$ cat src/rtl/mult_seq_32.sv
// Sequential 32x32 signed radix-2 Booth multiplier; one step per clock through a carry-select adder.
// Optional MULT_HI_OUT_EN adds data_result_hi carrying product[63:32].
module csa_32 (
    input  logic [31:0] a,
    input  logic [31:0] b,
    input  logic        cin,
    output logic [31:0] sum,
    output logic        cout
);
    logic [16:0] lo_s;
    logic [16:0] hi0;
    logic [16:0] hi1;

    assign lo_s = {1'b0, a[15:0]} + {1'b0, b[15:0]} + {16'b0, cin};
    assign hi0  = {1'b0, a[31:16]} + {1'b0, b[31:16]};
    assign hi1  = {1'b0, a[31:16]} + {1'b0, b[31:16]} + 17'd1;

    assign sum  = {(lo_s[16] ? hi1[15:0] : hi0[15:0]), lo_s[15:0]};
    assign cout = lo_s[16] ? hi1[16] : hi0[16];
endmodule

module mult_seq_32 #(
    parameter int WIDTH = 32,
    parameter int CNT_W = 6
) (
    input  logic        clock,
    input  logic        resetn,
    input  logic        ctrl_mult,
    input  logic [31:0] data_operandA,
    input  logic [31:0] data_operandB,
    output logic        busy,
    output logic        data_resultRDY,
    output logic [31:0] data_result,
    output logic        data_exception
`ifdef MULT_HI_OUT_EN
    ,
    output logic [31:0] data_result_hi
`endif
);
    typedef enum logic [1:0] {
        IDLE,
        RUN,
        DONE
    } state_t;

    state_t           state;
    logic [31:0]      m;
    logic [32:0]      hi;
    logic [31:0]      lo;
    logic             q;
    logic [CNT_W-1:0] cnt;

    logic [31:0] bx;
    logic        cin;
    logic        add;
    logic [31:0] sum;
    logic        cout;
    logic [32:0] sum33;
    logic [31:0] hi_n;
    logic [31:0] lo_n;
    logic        exc_n;

    always_comb begin
        bx  = m;
        cin = 1'b0;
        add = 1'b0;
        unique case ({lo[0], q})
            2'b01: begin
                bx  = m;
                add = 1'b1;
            end
            2'b10: begin
                bx  = ~m;
                cin = 1'b1;
                add = 1'b1;
            end
            default: ;
        endcase
    end

    csa_32 u_csa (
        .a   (hi[31:0]),
        .b   (bx),
        .cin (cin),
        .sum (sum),
        .cout(cout)
    );

    // Bit 32 rebuilt from the carry gives a true 33-bit signed add, so M = -2^31 works.
    assign sum33 = add ? {hi[32] ^ bx[31] ^ cout, sum} : hi;
    assign hi_n  = sum33[32:1];
    assign lo_n  = {sum33[0], lo[31:1]};
    assign exc_n = (hi_n != {32{lo_n[31]}});

    always_ff @(posedge clock or negedge resetn) begin
        if (!resetn) begin
            state          <= IDLE;
            m              <= '0;
            hi             <= '0;
            lo             <= '0;
            q              <= 1'b0;
            cnt            <= '0;
            busy           <= 1'b0;
            data_resultRDY <= 1'b0;
            data_result    <= '0;
            data_exception <= 1'b0;
`ifdef MULT_HI_OUT_EN
            data_result_hi <= '0;
`endif
        end else begin
            case (state)
                IDLE, DONE: begin
                    data_resultRDY <= 1'b0;
                    if (ctrl_mult) begin
                        m     <= data_operandA;
                        hi    <= '0;
                        lo    <= data_operandB;
                        q     <= 1'b0;
                        cnt   <= '0;
                        busy  <= 1'b1;
                        state <= RUN;
                    end else begin
                        state <= IDLE;
                    end
                end
                RUN: begin
                    hi  <= {sum33[32], hi_n};
                    lo  <= lo_n;
                    q   <= lo[0];
                    cnt <= cnt + CNT_W'(1);
                    if (cnt == CNT_W'(WIDTH - 1)) begin
                        state          <= DONE;
                        busy           <= 1'b0;
                        data_resultRDY <= 1'b1;
                        data_result    <= lo_n;
                        data_exception <= exc_n;
`ifdef MULT_HI_OUT_EN
                        data_result_hi <= hi_n;
`endif
                    end
                end
                default: state <= IDLE;
            endcase
        end
    end
endmodule
$ cat config.mk
export PLATFORM = sky130hd
export DESIGN_NAME = mult_seq_32
export DESIGN_NICKNAME = d
export VERILOG_FILES = /design/src/rtl/mult_seq_32.sv
export SDC_FILE = /design/constraint.sdc
export NUM_CORES = 1
export LEC_CHECK = 0
export CELL_PAD_IN_SITES_DETAIL_PLACEMENT = 1
export CELL_PAD_IN_SITES_GLOBAL_PLACEMENT = 2
export CORE_UTILIZATION = 35
export DETAILED_ROUTE_END_ITERATION = 8
export PLACE_DENSITY_LB_ADDON = 0.1
export SKIP_CTS_REPAIR_TIMING = 1
export SLEW_MARGIN = 20
export SYNTH_ARGS = -nofsm -noshare
export SYNTH_HDL_FRONTEND = slang
export SYNTH_SLANG_ARGS = --single-unit
export TNS_END_PERCENT = 20
$ cat constraint.sdc
create_clock -name clock -period 5 [get_ports clock]
set_clock_uncertainty 0.2 [all_clocks]
set_input_delay 1 -clock clock [delete_from_list [all_inputs] [get_ports clock]]
set_output_delay 1 -clock clock [all_outputs]
set_load 0.02 [all_outputs]
==> flow_metrics.env <==
export IMPL_wl_per_cell_um=18.1
export IMPL_synth_main_ff_cell="dfrtp_1"
export IMPL_pin_count=102
export IMPL_status="complete, no violations"
export IMPL_rrSetupSlack_ns=0.39
export IMPL_ys_types=65
export IMPL_rr_startpoint="q"
export IMPL_yosys_area_share_simple_pct=19.2
export IMPL_worstSetupStartpoint="q"
export IMPL_grtUsageTotal_pct=20.6
export IMPL_clk_pin_slew_ns=0.07
export IMPL_start_util_pct=35.8
export IMPL_grt_pass1_wl_mm=39.3
export IMPL_critPathKind="flop to flop"
export IMPL_holdPathEnd="m[23]"
export IMPL_die_h_um=154
export IMPL_dieArea_um2=23800
export IMPL_rows=55
export IMPL_nets=1082
export IMPL_avgSynthCellArea_um2=9.17
export IMPL_cts_made_buffers=17
export IMPL_synthTopCellsByArea="dfrtp_1 43%, nand2_1 10%, ha_1 5.5%, xor2_1 5.0%, mux2_2 4.3%"
export IMPL_yosys_warnings=0
export IMPL_cts_tree="yes"
export IMPL_antennaDiodeCount=0
export IMPL_syn_to_final_growth_pct=24.0
export IMPL_synth_fp_nets=991
export IMPL_whs_ns=0.300
export IMPL_setup_violations_final=0
export IMPL_post_synth_xor_area_fraction_pct=6.79
export IMPL_cts_sinks=140
export IMPL_critical_path_arrival_ns=4.70
export IMPL_drtIter0Drc=229
export IMPL_min_path_type="flop to flop"
export IMPL_routed_via_count=6900
export IMPL_grt_pass1_vias=7710
export IMPL_synth_edf_count=0
export IMPL_firstDrtPassIters=5
export IMPL_r2r_cells=17
export IMPL_post_route_min_period_ns=4.61
export IMPL_yosys_top_cells_count="219 x nand2_1, 140 x dfrtp_1, 58 x o21ai_0"
export IMPL_synth_seq_cells=140
export IMPL_final_hold_violation_count=0
export IMPL_fmax_mhz=217
export IMPL_cts_path_max_buffers=2
export IMPL_final_max_slew_viol_count=0
export IMPL_io_buffers=101
export IMPL_worst_slew_pin_transition_ns=0.993
export IMPL_crit_required_ns=5.09
export IMPL_drv_cap=0
export IMPL_slew_headroom_pct=33.8
export IMPL_cts_root_buffer="clkbuf_16"
export IMPL_drive_above_1_share_pct=10.2
export IMPL_antenna_found_initial=1
export IMPL_synth_top_family_by_area="simple AND/OR/NAND/NOR gates"
export IMPL_synthAdderAreaFrac_pct=6.04
export IMPL_synthCells=886
export IMPL_grt_max_degree=107
export IMPL_dpl_hpwl_mm=16.1
export IMPL_endpoint_kind="flop"
export IMPL_ys_seq_area_share_pct=43.1
export IMPL_yosysTopAreaCellShare_pct=43.1
export IMPL_fillers=2573
export IMPL_grt_overflow=0
export IMPL_rsz0062_at_grt="false"
export IMPL_core_area_um2=22700
export IMPL_critPathLaunchType="flop"
export IMPL_synth_top_area_cell="dfrtp_1"
export IMPL_r2r_end="data_exception"
export IMPL_critPathMaxFanout=5
export IMPL_clk_latency_ns=0.43
export IMPL_gp_congestion=0.837
export IMPL_yosysMostFrequentCell="nand2_1"
export IMPL_postSynth_asyncResetShare_pct=100
export IMPL_worstHoldStart="m[23]"
export IMPL_htreeDepth=4
export IMPL_viasPerCell=5.42
export IMPL_syn_area_um2=8120
export IMPL_hold_depth=2
export IMPL_fin_crit_sh_pct=92.2
export IMPL_drc_errors=0
export IMPL_ant_nets=0
export IMPL_die_w_um=154
export IMPL_synth_compound_area_share_pct=16.4
export IMPL_synthMuxAreaShare_pct=5.65
export IMPL_routed_wirelength_mm=23.0
export IMPL_tns_ns=0
## per-layer routing
metal  global-route usage, %  vias to the layer above  routed length (µm)
met5                       0                        -                   0
met3                    4.20                       22                 949
met4                    5.85                        0                 305
met2                    36.2                      111               11300
met1                    25.6                     3458               10500
li1                        -                     3309                   -
## cell type report
type | instances | area, µm² | area share, %
clock buffers | 17 | 425 | 4.22
clock inverters | 14 | 178 | 1.76
inverters | 18 | 67.6 | 0.671
multi-input cells | 686 | 4430 | 44.0
flip-flops and latches | 140 | 3500 | 34.8
well taps | 285 | 357 | 3.54
repair buffers | 114 | 1110 | 11.0
## worst max-delay path by stage
| stage | slack [ns] | endpoint | cells past startpoint |
|---|---|---|---|
| global placement | 0.45 | data_exception | 18 |
| detailed placement | 0.25 | data_exception | 18 |
| global route | 0.07 | data_exception | 18 |
| floorplan | 0.55 | data_exception | 20 |
| CTS | 0.23 | data_exception | 18 |
| finish | 0.39 | data_exception | 17 |
## metrics by stage
stage	setup WS (ns)	utilization (%)	instance area, µm²	instances
5_1_grt	0.0665	44.3	10100	1274
3_3_place_gp	0.453	41.7	9460	1243
6_report	0.391	44.3	10100	1274
3_5_place_dp	0.251	41.7	9460	1243
4_1_cts	0.231	44.3	10100	1274
2_1_floorplan	0.553	-	8120	886
## cells by family after synthesis
| group | after synthesis |
|---|---|
| compound gates | 197 |
| xor+xnor | 63 |
| fa+ha+maj | 38 |
| buf+inv | 60 |
| flops | 140 |
| mux | 42 |
| simple gates | 346 |
## state kept, by name, indices dropped and copies added (netlist names)
name	flops
cnt	6
data_exception	1
m	32
lo	32
data_result	32
q	1
busy	1
hi	32
state	2
data_resultRDY	1
## cell usage in the layout (no fill, tap or decap), types with 3 or more instances in the layout
cell type / instances
inv_6: 5
o21ai_1: 5
nand2_1: 219
nor4_2: 3
a21o_1: 4
nand4_1: 13
inv_8: 3
mux2i_1: 11
dfrtp_1: 140
o21ai_0: 58
nand2b_1: 6
a21oi_1: 29
o211ai_1: 7
a22o_1: 19
o21a_1: 5
buf_4: 13
inv_1: 18
and3_1: 5
a22oi_1: 32
nor4_1: 6
xnor2_1: 17
mux2_2: 31
or3_1: 3
clkbuf_16: 17
nand3_1: 15
o2111ai_1: 3
o31ai_2: 3
nor2_1: 37
nor2b_1: 7
o31ai_1: 4
ha_1: 35
xor2_1: 46
nor3_1: 11
a211oi_1: 6
clkdlybuf4s50_1: 100
## worst max-delay path: stages (launching register included)
cell      delay [ns]
dfrtp_1         0.38
inv_1           0.06
ha_2            0.25
xor2_1          0.17
ha_1            0.23
inv_1           0.07
fa_1            0.40
nand2b_1        0.20
a21o_1          0.22
a311oi_1        0.66
nor3_2          0.16
nand3b_2        0.19
nor2_1          0.12
and4_1          0.22
o31ai_2         0.33
nand2_1         0.13
o31ai_2         0.33
a31oi_1         0.13
Power is not shown: default switching activity piles up to over one toggle a cycle in this logic, so the estimate is an artifact.
